### config.mk
export PLATFORM = sky130hd
export DESIGN_NAME = alu_arbiter_flat
export DESIGN_NICKNAME = d
export VERILOG_FILES = /design/src/rtl/alu_arbiter_pkg.sv /design/src/rtl/alu_arbiter_if.sv /design/src/rtl/alu_grant.sv /design/src/rtl/alu_arbiter.sv /design/src/flat_wrapper.sv
export SDC_FILE = /design/constraint.sdc
export NUM_CORES = 2
export LEC_CHECK = 0
export CORE_MARGIN = 1
export CORE_UTILIZATION = 30
export CTS_CLUSTER_DIAMETER = 100
export DETAILED_ROUTE_END_ITERATION = 7
export GPL_TIMING_DRIVEN = 0
export HOLD_SLACK_MARGIN = 0.08
export PLACE_DENSITY_LB_ADDON = 0.25
export SYNTH_ARGS = -nofsm -noshare
export SYNTH_HDL_FRONTEND = slang
export SYNTH_SLANG_ARGS = --single-unit
### constraint.sdc
create_clock -name clk_i -period 17 [get_ports clk_i]
set_input_delay 2.55 -clock clk_i [delete_from_list [all_inputs] [get_ports clk_i]]
set_output_delay 2.55 -clock clk_i [all_outputs]
set_load 0.01 [all_outputs]
### src/rtl/alu_arbiter_pkg.sv
// alu_arbiter shared types: opcodes, FSM states, counter width.
// Imported by alu_arbiter, alu_grant and the bench.
package alu_arbiter_pkg;

  typedef enum logic [2:0] {
    OP_AND = 3'b000,
    OP_OR  = 3'b001,
    OP_ADD = 3'b010,
    OP_MUL = 3'b011,
    OP_SUB = 3'b110
  } op_e;

  typedef enum logic [1:0] {
    ST_IDLE,
    ST_EXEC,
    ST_RESP
  } state_e;

  localparam int CNT_W = 4;

  function automatic logic is_mul(logic [2:0] op);
    return op == OP_MUL;
  endfunction

endpackage

### src/rtl/alu_arbiter_if.sv
// alu_arbiter request/response bundle for two requesters.
// slave = arbiter side, master = requester side.
interface alu_arbiter_if #(
  parameter int DATA_WIDTH = 32
);

  logic                  req0_valid_i;
  logic                  req0_ready_o;
  logic [2:0]            req0_op_i;
  logic [DATA_WIDTH-1:0] req0_a_i;
  logic [DATA_WIDTH-1:0] req0_b_i;

  logic                  req1_valid_i;
  logic                  req1_ready_o;
  logic [2:0]            req1_op_i;
  logic [DATA_WIDTH-1:0] req1_a_i;
  logic [DATA_WIDTH-1:0] req1_b_i;

  logic                  rsp0_valid_o;
  logic                  rsp0_ready_i;
  logic                  rsp1_valid_o;
  logic                  rsp1_ready_i;
  logic [DATA_WIDTH-1:0] rsp_data_o;
  logic                  rsp_err_o;
  logic                  busy_o;

  modport slave (
    input  req0_valid_i, req0_op_i,
    input  req0_a_i, req0_b_i,
    output req0_ready_o,
    input  req1_valid_i, req1_op_i,
    input  req1_a_i, req1_b_i,
    output req1_ready_o,
    output rsp0_valid_o, rsp1_valid_o,
    input  rsp0_ready_i, rsp1_ready_i,
    output rsp_data_o, rsp_err_o,
    output busy_o
  );

  modport master (
    output req0_valid_i, req0_op_i,
    output req0_a_i, req0_b_i,
    input  req0_ready_o,
    output req1_valid_i, req1_op_i,
    output req1_a_i, req1_b_i,
    input  req1_ready_o,
    input  rsp0_valid_o, rsp1_valid_o,
    output rsp0_ready_i, rsp1_ready_i,
    input  rsp_data_o, rsp_err_o,
    input  busy_o
  );

endinterface

### src/rtl/alu_grant.sv
// Two-way grant: fixed priority (req0 wins) by default,
// round-robin when ALU_ARBITER_RR_EN is defined.
module alu_grant
  import alu_arbiter_pkg::*;
(
  input  logic clk_i,
  input  logic rst_i,
  input  logic en_i,
  input  logic valid0_i,
  input  logic valid1_i,
  input  logic hs_i,
  output logic gnt0_o,
  output logic gnt1_o
);

`ifdef ALU_ARBITER_RR_EN
  logic last_q;
  logic last_d;

  // On contention, favour the requester not served last.
  always_comb begin
    gnt0_o = 1'b0;
    gnt1_o = 1'b0;
    if (en_i) begin
      if (valid0_i && valid1_i) begin
        gnt0_o = last_q;
        gnt1_o = ~last_q;
      end else begin
        gnt0_o = valid0_i;
        gnt1_o = valid1_i;
      end
    end
  end

  assign last_d = hs_i ? gnt1_o : last_q;

  // Pointer remembers who won the last handshake.
  always_ff @(posedge clk_i or posedge rst_i) begin
    if (rst_i) last_q <= 1'b1;
    else       last_q <= last_d;
  end
`else
  logic unused_rr;
  assign unused_rr = ^{clk_i, rst_i, hs_i};

  // Fixed priority: requester 0 always wins.
  always_comb begin
    gnt0_o = en_i & valid0_i;
    gnt1_o = en_i & valid1_i & ~valid0_i;
  end
`endif

endmodule

### src/rtl/alu_arbiter.sv
// Two-requester shared ALU with IDLE/EXEC/RESP FSM.
// Build option: ALU_ARBITER_RR_EN selects round-robin grant.
module alu_arbiter
  import alu_arbiter_pkg::*;
#(
  parameter int DATA_WIDTH = 32,
  parameter int MUL_CYCLES = 3
) (
  input  logic          clk_i,
  input  logic          rst_i,
  alu_arbiter_if.slave  bus
);

  state_e                state_q;
  logic                  owner_q;
  logic [2:0]            op_q;
  logic [DATA_WIDTH-1:0] a_q;
  logic [DATA_WIDTH-1:0] b_q;
  logic [CNT_W-1:0]      cnt_q;
  logic [DATA_WIDTH-1:0] data_q;
  logic                  err_q;
  logic                  rsp0_q;
  logic                  rsp1_q;

  logic                  gnt0;
  logic                  gnt1;
  logic                  hs;
  logic                  idle_en;
  logic [2:0]            sel_op;
  logic [DATA_WIDTH-1:0] sel_a;
  logic [DATA_WIDTH-1:0] sel_b;
  logic [CNT_W-1:0]      cnt_d;
  logic [DATA_WIDTH-1:0] alu_res;
  logic                  alu_err;
  logic                  rsp_done;

  assign idle_en = (state_q == ST_IDLE) & ~rst_i;

  alu_grant u_grant (
    .clk_i    (clk_i),
    .rst_i    (rst_i),
    .en_i     (idle_en),
    .valid0_i (bus.req0_valid_i),
    .valid1_i (bus.req1_valid_i),
    .hs_i     (hs),
    .gnt0_o   (gnt0),
    .gnt1_o   (gnt1)
  );

  assign bus.req0_ready_o = gnt0;
  assign bus.req1_ready_o = gnt1;

  assign hs = (bus.req0_valid_i & gnt0)
            | (bus.req1_valid_i & gnt1);

  assign sel_op = gnt1 ? bus.req1_op_i : bus.req0_op_i;
  assign sel_a  = gnt1 ? bus.req1_a_i  : bus.req0_a_i;
  assign sel_b  = gnt1 ? bus.req1_b_i  : bus.req0_b_i;

  assign cnt_d = is_mul(sel_op)
               ? CNT_W'(MUL_CYCLES - 1)
               : '0;

  // ALU on the captured operands; unknown opcodes flag an error.
  always_comb begin
    alu_res = '0;
    alu_err = 1'b0;
    unique case (op_q)
      OP_AND:  alu_res = a_q & b_q;
      OP_OR:   alu_res = a_q | b_q;
      OP_ADD:  alu_res = a_q + b_q;
      OP_SUB:  alu_res = a_q - b_q;
      OP_MUL:  alu_res = a_q * b_q;
      default: alu_err = 1'b1;
    endcase
  end

  assign rsp_done = (rsp0_q & bus.rsp0_ready_i)
                  | (rsp1_q & bus.rsp1_ready_i);

  // Main FSM: capture on handshake, execute, hold response.
  always_ff @(posedge clk_i or posedge rst_i) begin
    if (rst_i) begin
      state_q <= ST_IDLE;
      owner_q <= 1'b0;
      op_q    <= '0;
      a_q     <= '0;
      b_q     <= '0;
      cnt_q   <= '0;
      data_q  <= '0;
      err_q   <= 1'b0;
      rsp0_q  <= 1'b0;
      rsp1_q  <= 1'b0;
    end else begin
      unique case (state_q)
        ST_IDLE: begin
          if (hs) begin
            owner_q <= gnt1;
            op_q    <= sel_op;
            a_q     <= sel_a;
            b_q     <= sel_b;
            cnt_q   <= cnt_d;
            state_q <= ST_EXEC;
          end
        end
        ST_EXEC: begin
          if (cnt_q == '0) begin
            data_q  <= alu_res;
            err_q   <= alu_err;
            rsp0_q  <= ~owner_q;
            rsp1_q  <= owner_q;
            state_q <= ST_RESP;
          end else begin
            cnt_q <= cnt_q - CNT_W'(1);
          end
        end
        ST_RESP: begin
          if (rsp_done) begin
            rsp0_q  <= 1'b0;
            rsp1_q  <= 1'b0;
            state_q <= ST_IDLE;
          end
        end
        default: state_q <= ST_IDLE;
      endcase
    end
  end

  assign bus.rsp0_valid_o = rsp0_q;
  assign bus.rsp1_valid_o = rsp1_q;
  assign bus.rsp_data_o   = data_q;
  assign bus.rsp_err_o    = err_q;
  assign bus.busy_o       = (state_q != ST_IDLE);

endmodule

### src/flat_wrapper.sv
// flat-port wrapper written by rule: the top's interface ports become plain ports
module alu_arbiter_flat import alu_arbiter_pkg::*;
#(
  parameter int DATA_WIDTH = 32,
  parameter int MUL_CYCLES = 3
)
  (clk_i, rst_i, bus_req0_valid_i, bus_req0_op_i, bus_req0_a_i, bus_req0_b_i, bus_req0_ready_o, bus_req1_valid_i, bus_req1_op_i, bus_req1_a_i, bus_req1_b_i, bus_req1_ready_o, bus_rsp0_valid_o, bus_rsp1_valid_o, bus_rsp0_ready_i, bus_rsp1_ready_i, bus_rsp_data_o, bus_rsp_err_o, bus_busy_o);
  alu_arbiter_if #(.DATA_WIDTH(DATA_WIDTH)) bus_i ();
  input  logic clk_i;
  input  logic rst_i;
  input wire logic [$bits(bus_i.req0_valid_i)-1:0] bus_req0_valid_i;
  input wire logic [$bits(bus_i.req0_op_i)-1:0] bus_req0_op_i;
  input wire logic [$bits(bus_i.req0_a_i)-1:0] bus_req0_a_i;
  input wire logic [$bits(bus_i.req0_b_i)-1:0] bus_req0_b_i;
  output wire logic [$bits(bus_i.req0_ready_o)-1:0] bus_req0_ready_o;
  input wire logic [$bits(bus_i.req1_valid_i)-1:0] bus_req1_valid_i;
  input wire logic [$bits(bus_i.req1_op_i)-1:0] bus_req1_op_i;
  input wire logic [$bits(bus_i.req1_a_i)-1:0] bus_req1_a_i;
  input wire logic [$bits(bus_i.req1_b_i)-1:0] bus_req1_b_i;
  output wire logic [$bits(bus_i.req1_ready_o)-1:0] bus_req1_ready_o;
  output wire logic [$bits(bus_i.rsp0_valid_o)-1:0] bus_rsp0_valid_o;
  output wire logic [$bits(bus_i.rsp1_valid_o)-1:0] bus_rsp1_valid_o;
  input wire logic [$bits(bus_i.rsp0_ready_i)-1:0] bus_rsp0_ready_i;
  input wire logic [$bits(bus_i.rsp1_ready_i)-1:0] bus_rsp1_ready_i;
  output wire logic [$bits(bus_i.rsp_data_o)-1:0] bus_rsp_data_o;
  output wire logic [$bits(bus_i.rsp_err_o)-1:0] bus_rsp_err_o;
  output wire logic [$bits(bus_i.busy_o)-1:0] bus_busy_o;
  assign bus_i.req0_valid_i = bus_req0_valid_i;
  assign bus_i.req0_op_i = bus_req0_op_i;
  assign bus_i.req0_a_i = bus_req0_a_i;
  assign bus_i.req0_b_i = bus_req0_b_i;
  assign bus_req0_ready_o = bus_i.req0_ready_o;
  assign bus_i.req1_valid_i = bus_req1_valid_i;
  assign bus_i.req1_op_i = bus_req1_op_i;
  assign bus_i.req1_a_i = bus_req1_a_i;
  assign bus_i.req1_b_i = bus_req1_b_i;
  assign bus_req1_ready_o = bus_i.req1_ready_o;
  assign bus_rsp0_valid_o = bus_i.rsp0_valid_o;
  assign bus_rsp1_valid_o = bus_i.rsp1_valid_o;
  assign bus_i.rsp0_ready_i = bus_rsp0_ready_i;
  assign bus_i.rsp1_ready_i = bus_rsp1_ready_i;
  assign bus_rsp_data_o = bus_i.rsp_data_o;
  assign bus_rsp_err_o = bus_i.rsp_err_o;
  assign bus_busy_o = bus_i.busy_o;
  alu_arbiter #(.DATA_WIDTH(DATA_WIDTH), .MUL_CYCLES(MUL_CYCLES)) u_core (.clk_i(clk_i), .rst_i(rst_i), .bus(bus_i));
endmodule
# Word level (Yosys, flattened, before mapping)
# Index checks and enable logic that the tools add are counted.
[classes]
mul = 1
bitwise = 15
n_mux = 18
n_addsub = 3
reduce_logical = 12
eq_ne = 11
[op_table]
columns = ["op", "n"]
rows = [
  ["32-bit one-hot mux with 5 select lines", 1],
  ["32-bit 2-to-1 mux", 2],
  ["32-bit adder", 1],
  ["32-bit bitwise AND", 1],
  ["32-bit by 32-bit multiplier with 32-bit output", 1],
  ["32-bit bitwise OR", 1],
  ["32-bit subtractor", 1],
  ["3-bit by 2-bit == test with 1-bit output (second input constant)", 3],
  ["3-bit AND reduction", 3],
  ["1-bit bitwise AND", 8],
  ["2-bit 2-to-1 mux", 4],
  ["4-bit 2-to-1 mux", 2],
  ["4-bit one-hot mux with 2 select lines", 1],
  ["2-bit by 1-bit != test with 1-bit output (second input constant)", 3],
  ["2-bit one-hot mux with 3 select lines", 1],
  ["2-bit nonzero test", 3],
  ["5-bit OR reduction", 1],
  ["4-bit zero test", 1],
  ["1-bit 2-to-1 mux", 4],
  ["1-bit one-hot mux with 2 select lines", 2],
  ["2-bit AND reduction", 2],
  ["4-bit by 1-bit subtractor with 4-bit output (second input constant)", 1],
  ["3-bit by 1-bit == test with 1-bit output (second input constant)", 1],
  ["3-bit == test (second input constant)", 1],
  ["other kinds (8)", 11],
]
[totals]
reg_bits = 109

# Depth between registers and ports, before layout
[logic_depth]
word_depth = 9
mapped_depth = 28
mapped_depth_nobuf = 27

# Modules after synthesis
# Synthesis repeated with hierarchy kept, for this count alone.
[unflattened]
cells_unflattened = 2636
area_unflattened_um2 = 23304.9
[by_module_without_submodules]
columns = ["mod", "cells_each", "seq_area_each_um2", "area_each_um2", "n_inst"]
rows = [
  ["alu_arbiter", 2634, 2727.6, 23288.6, 1],
  ["alu_grant", 2, 0.0, 16.3, 1],
]

# Worst setup path before layout
# Ideal clock, no wire load.
[synth_timing]
kind = "register -> register"
startpoint = "register u_core.b_q[6]"
endpoint = "register u_core.data_q[28] (netlist: u_core.bus.rsp_data_o[28])"
arrival_time_ns = 6.988
setup_ns = 0.134
stages_incl_launch_ff = 26
n_path_buf = 2
period_less_slack_ns = 7.122
t_required_ns = 16.866
slack_ns = 9.878
path_cell_list = "dfrtp_1 clkbuf_1 clkbuf_1 and2_1 fa_1 fa_1 fa_1 inv_1 fa_1 inv_1 fa_1 inv_1 fa_1 inv_1 fa_1 fa_1 ha_1 a21oi_1 o21ai_0 a2111oi_0 o41ai_1 a21oi_1 o21bai_1 and4b_1 o21ai_0 o211ai_1"
[synth_via]
elab_chain_cells = 2
elab_cells_between_ends = 4
[synth_rtl]
columns = ["element", "line", "text"]
rows = [
  ["from (decl)", "alu_arbiter.sv:18", "logic [DATA_WIDTH-1:0] b_q;"],
  ["from (signal assigned)", "alu_arbiter.sv:101", "b_q <= sel_b;"],
  ["32-bit by 32-bit multiplier with 32-bit output (tied with other cells)", "alu_arbiter.sv:73", "OP_MUL: alu_res = a_q * b_q;"],
  ["32-bit one-hot mux with 5 select lines *", "alu_arbiter.sv:68", "unique case (op_q)"],
  ["to (signal assigned)", "alu_arbiter.sv:108", "data_q <= alu_res;"],
  ["to (decl)", "alu_arbiter.sv:20", "logic [DATA_WIDTH-1:0] data_q;"],
]
# Every way passes the cells marked *; elsewhere a longest branch is shown, timed or not.
# A chain may end at the register's enable or synchronous reset.

# Final worst setup path
[layout_timing]
startpoint = "register u_core.b_q[5]"
endpoint = "register u_core.data_q[28] (netlist: u_core.bus.rsp_data_o[28])"
# The elaborated chain is that of the path after synthesis.

==> qor.yml <==
outcome: "complete, but fails checks"
violations: "max-capacitance violations, max-slew violations"
ctsHoldBuffers: 0
core_area_um2: 76500
cts_resized: 0
synthArstFlopShare: 1.00
cts_made_buffers: 9
cts_tree: "built"
synth_top_area_cell: "fa_1"
nNetsFinal: 3597
synth-seq-cells: 109
cts_root_buf: "clkbuf_16"
maxCapViolations: 1
detail_route.wirelength_um: 97000
post-dp-hpwl_um: 78500
busiest_layer: "met2"
hold_end: "u_core.bus.rsp_data_o[18]$_DFFE_PP0P_"
layout-drive-gt1-share: 0.00830
met3_usage: 0.0481
antenna_found_initial: 3
routedWlPerCell_um: 24.7
min-delay-start: "u_core.bus.rsp_data_o[18]$_DFFE_PP0P_"
period_needed_ns: 9.88
die_x_um: 281
rsz0062_at_grt: "false"
synthFlopType: "dfrtp_1"
use_met2: 0.395
clk_pin_slew_ns: 0.10
vias_per_cell: 5.17
gp_congestion: 1.00
r2r_start: "u_core.b_q[5]$_DFFE_PP0P_"
syn_area_per_cell_um2: 8.65
tns_ns: 0
path_max_fanout: 11
slew_viol_final: 10
area_growth_pct: 14.6
pre_cts_ws_ns: 7.33
numClockSinks: 109
post_cts.repair.setup_buffers: 0
period_share: 0.581
grt-ovfl-total: 0
dr_total_vias: 20300
crit_family: "adder cells"
worstPathRequired_ns: 17.21
die_h_um: 281
layout_setup_ws_ns: 7.12
hold_depth: 2
grt_max_degree: 57
synth_nets: 3407
initial_core_util: 0.305
r2r-end: "u_core.bus.rsp_data_o[28]$_DFFE_PP0P_"
track_usage: 0.250
use_met1: 0.333
cts.path.max_buffers: 2
yosysTopAreaCellShare: 0.351
tightest_slew_ns: 1.50
hold_path_class: "register to register"
start_kind: "register"
path_class: "register to register"
synth.area.top_cells: "fa_1, dfrtp_1, ha_1"
hold_viol_final: 0
yosysWarnings: 0
drt_iter0_drc: 1953
setup_viol: 0
portBuffers: 177
fin_worst_skew_ns: 0.0215
die_area_um2: 78900
drt-pass1-iter-count: 6
synth.distinct_cells: 72
fp-row-count: 101
cp-startpoint: "u_core.b_q[5]$_DFFE_PP0P_"
syn-instance-count: 2696
slew_headroom: -0.000430
synth_seq_area_share: 0.117
rrSetupSlack_ns: 7.12
slowest_delay_ns: 0.92
endpoint_kind: "register"
fmax_ghz: 0.101
cpMaxStageDelayCell: "clkbuf_1"
worst-r2r-cell-count: 26
drc: 0
io_pins: 178
crit_buf_inv: 7
htree_levels: 3
cp.arrival_ns: 10.09
ant_nets: 0
synth_edf_count: 0
grt_pass1_vias: 21000
grt_pass1_wl_um: 142000
insertion_delay_ns: 0.39
synthesis.area_um2: 23300
crit_top_cell: "fa_1"
==> cells in the mapped netlist, types with 6 or more instances <==
cell      number
and2_1       303
o221ai_1      12
or3_1          9
maj3_1        13
fa_1         409
o21a_1        16
clkbuf_1     164
nand2_1      382
o31ai_1        6
a211oi_1       7
nand3_1       14
xnor2_1       94
o21bai_1       6
ha_1         162
inv_1        412
nand2b_1      18
o211ai_1       6
dfrtp_1      109
a31oi_1       16
nor3_1        22
a21o_1        23
o21ai_0      144
o22ai_1       63
nand4_1        7
xor2_1        39
nor2_1        54
a22oi_1       10
a21oi_1       98
==> tightest hold or removal path: stages (launching register included) <==
cell and delay [ns]:
dfrtp_1 0.36, nand2_1 0.04, o21ai_0 0.06
==> stage by stage <==
stage	hold slack [ns]	area, um2	std cells	util
6_report	0.487	26700	3926	0.350
2_1_floorplan	0.455	23300	2696	-
4_1_cts	0.495	26700	3921	0.349
3_3_place_gp	0.464	26400	3903	0.345
5_1_grt	0.524	26700	3921	0.349
3_5_place_dp	0.473	26400	3905	0.346
==> cell families after synthesis <==
group,count (synthesis),synth area share
AND/OR/NAND/NOR,835,0.176
adder cells (fa/ha/maj),584,0.443
buffers and inverters,582,0.0936
AO/OA/AOI/OAI,450,0.119
XOR/XNOR,133,0.0499
flip-flops,109,0.117
multiplexers,3,0.00129
==> cell type report <==
class	count	area [um2]
buffer	169	634
timing repair buffer	179	1800
tap	1030	1290
inverter	413	1560
clock inverter	6	55.1
fill	8133	49700
sequential	109	2730
antenna	5	12.5
clock buffer	10	229
multi-input combinational	2005	18400
==> metal layers <==
layer  wire length [um]  up-vias
met4               4500        0
met2              43200      946
met5                  0        -
met3               8180      185
met1              41100    10300
li1                   -     8877
==> worst max-delay path by stage <==
stage                                                        to  slack [ns]  cells after the start
after global placement    u_core.bus.rsp_data_o[28]$_DFFE_PP0P_        6.36                     24
after CTS                 u_core.bus.rsp_data_o[28]$_DFFE_PP0P_        7.29                     26
after floorplan           u_core.bus.rsp_data_o[28]$_DFFE_PP0P_        9.88                     25
after detailed placement  u_core.bus.rsp_data_o[28]$_DFFE_PP0P_        7.33                     26
final                     u_core.bus.rsp_data_o[28]$_DFFE_PP0P_        7.12                     26
after global routing      u_core.bus.rsp_data_o[28]$_DFFE_PP0P_        6.86                     26
==> sequential cells by signal (all words and copies together), names as in the netlist <==
signal / count
u_core.owner_q: 1
u_core.state_q: 2
u_core.b_q: 32
u_core.op_q: 3
u_core.bus.rsp1_valid_o: 1
u_core.bus.rsp_data_o: 32
u_core.bus.rsp0_valid_o: 1
u_core.bus.rsp_err_o: 1
u_core.a_q: 32
u_core.cnt_q: 4
==> placed cells by master (no fill, tap or decap), types with 16 or more instances in the layout <==
| cell type | n |
|---|---|
| o21ai_0 | 144 |
| a21o_1 | 23 |
| xnor2_1 | 94 |
| a21oi_1 | 98 |
| and2_1 | 303 |
| fa_1 | 409 |
| o22ai_1 | 63 |
| xor2_1 | 39 |
| nand2b_1 | 18 |
| a31oi_1 | 16 |
| nand2_1 | 382 |
| clkdlybuf4s50_1 | 177 |
| nor3_1 | 22 |
| nor2_1 | 54 |
| dfrtp_1 | 109 |
| ha_1 | 162 |
| clkbuf_1 | 165 |
| o21a_1 | 16 |
| inv_1 | 411 |
Power is left out: the tool's default activity adds up to more than one toggle a clock period on the data nets, which glitch-free logic cannot reach.
